<file path="src/rtl/output_word_packer.sv">
// Packs LANES pixels drained from the convolution output FIFO into one word on a
// valid/ready port; a flush emits the trailing partial word. Optional: OUTPUT_WORD_PACKER_STATS_EN.
module output_word_packer #(
   parameter int W     = 8,
   parameter int LANES = 4,
   parameter int CNT_W = 32
) (
   input  logic                       clk,
   input  logic                       rstn,
   input  logic                       fifo_empty,
   input  logic [W-1:0]               fifo_rd_data,
   output logic                       fifo_rd_en,
   input  logic                       flush,
   output logic [W*LANES-1:0]         out_data,
   output logic [$clog2(LANES):0]     out_bytes,
   output logic                       out_last,
   output logic                       out_valid,
   input  logic                       out_ready,
   output logic [CNT_W-1:0]           words_out
);

   localparam int IDX_W   = $clog2(LANES);
   localparam int BYTES_W = IDX_W + 1;
   localparam logic [IDX_W-1:0]   LAST_IDX   = IDX_W'(LANES - 1);
   localparam logic [BYTES_W-1:0] FULL_BYTES = BYTES_W'(LANES);

   typedef enum logic [1:0] {
      S_FILL,
      S_WAIT_DATA,
      S_PRESENT
   } state_t;

   state_t               state, state_d;
   logic [IDX_W-1:0]     idx, idx_d;
   logic [W*LANES-1:0]   lane_q, lane_d;
   logic [BYTES_W-1:0]   bytes_q, bytes_d;
   logic                 last_q, last_d;
   logic                 flush_pend, pend_d;
   logic                 handshake;

   assign out_valid = (state == S_PRESENT);
   assign out_data  = lane_q;
   assign out_bytes = bytes_q;
   assign out_last  = last_q;
   assign handshake = out_valid && out_ready;

   // NOTE: sequential state uses non-blocking assignments so every register
   // samples the pre-edge values computed by the combinational block.
   always_ff @(posedge clk) begin
      if (!rstn) begin
         state      <= S_FILL;
         idx        <= '0;
         lane_q     <= '0;
         bytes_q    <= '0;
         last_q     <= 1'b0;
         flush_pend <= 1'b0;
      end else begin
         state      <= state_d;
         idx        <= idx_d;
         lane_q     <= lane_d;
         bytes_q    <= bytes_d;
         last_q     <= last_d;
         flush_pend <= pend_d;
      end
   end

   // NOTE: every signal written here gets a default first, so no path can
   // leave one unassigned and infer a latch.
   always_comb begin
      state_d    = state;
      idx_d      = idx;
      lane_d     = lane_q;
      bytes_d    = bytes_q;
      last_d     = last_q;
      pend_d     = flush_pend;
      fifo_rd_en = 1'b0;

      case (state)
         S_FILL: begin
            if (!fifo_empty) begin
               fifo_rd_en = 1'b1;
               state_d    = S_WAIT_DATA;
            end else if (flush_pend) begin
               // Flush only acts on an empty FIFO, so no pixel lands behind the partial word.
               if (idx != '0) begin
                  state_d = S_PRESENT;
                  bytes_d = {1'b0, idx};
                  last_d  = 1'b1;
               end else begin
                  pend_d = 1'b0;
               end
            end
         end
         S_WAIT_DATA: begin
            lane_d[idx*W +: W] = fifo_rd_data;
            if (idx == LAST_IDX) begin
               state_d = S_PRESENT;
               bytes_d = FULL_BYTES;
               last_d  = 1'b0;
               idx_d   = '0;
            end else begin
               idx_d   = idx + IDX_W'(1);
               state_d = S_FILL;
            end
         end
         S_PRESENT: begin
            if (out_ready) begin
               lane_d  = '0;
               idx_d   = '0;
               bytes_d = '0;
               last_d  = 1'b0;
               state_d = S_FILL;
               if (last_q) pend_d = 1'b0;
            end
         end
         default: state_d = S_FILL;
      endcase

      // A new end-of-frame request wins over any clear in the same cycle.
      if (flush) pend_d = 1'b1;
   end

`ifdef OUTPUT_WORD_PACKER_STATS_EN
   logic [CNT_W-1:0] words_q;

   always_ff @(posedge clk) begin
      if (!rstn)          words_q <= '0;
      else if (handshake) words_q <= words_q + CNT_W'(1);
   end

   assign words_out = words_q;
`else
   assign words_out = '0;
`endif

endmodule

</file>
<file path="config.mk">
export PLATFORM = sky130hd
export DESIGN_NAME = output_word_packer
export DESIGN_NICKNAME = d
export VERILOG_FILES = /design/src/rtl/output_word_packer.sv
export SDC_FILE = /design/constraint.sdc
export NUM_CORES = 1
export LEC_CHECK = 0
export ABC_AREA = 1
export CAP_MARGIN = 0
export CORE_AREA = 2 2 73 75
export CTS_CLUSTER_DIAMETER = 60
export DETAILED_ROUTE_END_ITERATION = 7
export DIE_AREA = 0 0 75 77
export PLACE_DENSITY_LB_ADDON = 0.25
export SLEW_MARGIN = 25
export SYNTH_ARGS = -nofsm -noshare
export SYNTH_HDL_FRONTEND = slang
export SYNTH_SLANG_ARGS = --single-unit
</file>
<file path="constraint.sdc">
create_clock -name clk -period 4.4 [get_ports clk]
set_clock_uncertainty 0.1 [all_clocks]
set_input_delay 0.88 -clock clk [delete_from_list [all_inputs] [get_ports clk]]
set_output_delay 0.88 -clock clk [all_outputs]
set_load 0.02 [all_outputs]
</file>
==> reports/results.ini <==
[drt]
drt_pass1_iterations=4
viasPerCell=4.37
detail_route.wirelength_um=4830
dr_total_vias=2067
wire_per_inst_um=10.2
drt_iter0_drc=90
post-route-drc-count=0
antenna_left=0

[pwr]
power_density_nw_per_um2=362
cellLeakagePower_nw=1.31
ir_worst_vdd_mv=0.190

[timing]
slew_violations=0
slew_headroom=0.503
finalCritPeriodShare=0.706
worst_pin_slew_ns=0.744
setup_viol=0
min_period_ns=3.11
rsz0062_at_grt=no
fin_setup_tns_ns=0
hold_violations=0
fmax_ghz=0.322

[clock_network]
cts_tree=built
root_buffer=clkbuf_8
cts_sinks=41
cts_max_level=2
hold_buffers=0
post_cts_buffers=0
postCtsResizedCells=0
clk_latency_ns=0.29
cts.clk_slew.worst_paths_ns=0.07
cts_buffers=5
clockBufferDepth=2

[final_layout]
mostFrequentLayoutCells=nand2_1 (97), nor2_1 (80), clkdlybuf4s50_1 (50)
num_antenna_cells=0
area_growth_pct=19.8
final_core_util=0.568
fin_nets=425
drive_gt1_frac=0.0372
final_common_cell=nand2_1

[worst_setup_path]
crit_type=input port to output port
worstPathArrival_ns=2.13
worstPathRequired_ns=3.42
worstSetupEndpointType=output port
cp_max_fo=4
critPathLaunchType=input port

[run_status]
outcome=finished clean

[placed_design]
io_buffers=50
place_congestion=0.791
hpwl_um=3570

[grt]
grt_antenna_before_repair=0
grt_first_pass_wirelength_um=7950
grt_pass1_vias=1850
grt_start_max_net_pins=25
grt-ovfl-total=0
track_usage=0.173

[synth]
syn_inst=358
yosysWarnings=0
ys_seq_area_frac=0.348
syn_area_sq_um=2360
yosys_register_bits=41
yosysUniqueCellTypes=25
postSynthAreaPerCell_sq_um=6.59

[die]
fp.dieW_um=75
pin_count=83
rows=26
initial_core_util=0.474
die_height_um=77
die-area_sq_um=5780
coreArea_sq_um=4980

[job]
drv_cap=0

[min_path]
hold_class=register to register

[cells by family after synthesis]
| family | after synthesis | share of synthesized area |
|---|---|---|
| AOI/OAI and AO/OA | 30 | 0.0695 |
| and+or+nand+nor | 193 | 0.330 |
| DFF | 41 | 0.348 |
| other | 1 | 0.00159 |
| adders and majority gates | 9 | 0.0477 |
| buffers and inverters | 84 | 0.203 |
[area by class of cell]
| cell class | count | area [sq um] |
|---|---|---|
| clock buffers | 7 | 86.3 |
| fillers | 499 | 2150 |
| inverters | 41 | 156 |
| multi-input cells | 264 | 1180 |
| flip-flops and latches | 41 | 821 |
| well taps | 70 | 87.6 |
| repair buffers | 50 | 500 |
[Yosys cell counts (all sizes together)]
library cell	n	area share
or2	1	0.0027
conb	1	0.0016
nand4	1	0.0027
o21ai	20	0.047
nor2	82	0.14
nand3	7	0.015
o21bai	1	0.0032
buf	42	0.14
a21oi	9	0.019
dfxtp	41	0.35
nand2	100	0.17
ha	9	0.048
nor3	1	0.0021
and3	1	0.0027
inv	41	0.066
clkbuf	1	0.0016
[worst max-delay path: stages]
cell and delay, ns:
clkdlybuf4s50_1 0.46, nor2_1 0.16, clkdlybuf4s50_1 0.63
[worst paths after layout]
check | from | to | slack [ns] | cells after the start
setup reg to reg | idx[0] | out_data[25] | 2.31 | 9
hold reg to reg | out_bytes[2] | out_bytes[2] | 0.37 | 2
hold / removal | out_bytes[2] | out_bytes[2] | 0.37 | 2
setup / recovery | fifo_empty | fifo_rd_en | 1.29 | 3
[routing by layer]
metal	wire length, um	track usage	vias to the layer above	share of wire
met5	0	0	-	0
met4	53	0.0607	0	0.011
met3	320	0.0420	6	0.066
met2	2170	0.277	66	0.45
met1	2280	0.224	901	0.47
li1	-	-	1094	-
[per-stage QoR]
step | total power (W) | hold WS [ns] | instances | setup slack (ns) | cell area [sq um]
2_1_floorplan | 0.000703 | 0.356 | 389 | 2.22 | 2480
3_3_place_gp | 0.000778 | 0.352 | 466 | 1.33 | 2740
3_5_place_dp | 0.000782 | 0.362 | 466 | 1.30 | 2740
4_1_cts | 0.00103 | 0.372 | 473 | 1.30 | 2830
5_1_grt | 0.00109 | 0.388 | 473 | 1.19 | 2830
6_report | 0.00102 | 0.367 | 473 | 1.29 | 2830
[power breakdown]
part           total, W  switching (W)  internal, W
Sequential     0.000427      0.0000200     0.000407
Combinational  0.000347       0.000220     0.000128
Clock          0.000248       0.000124     0.000124
[flip-flops by register name, summed over array words and instances, names as in the netlist]
signal / flops
out_data: 32
out_bytes: 3
idx: 2
state: 2
flush_pend: 1
out_last: 1
Note: power is estimated with default switching activity, not from simulation.
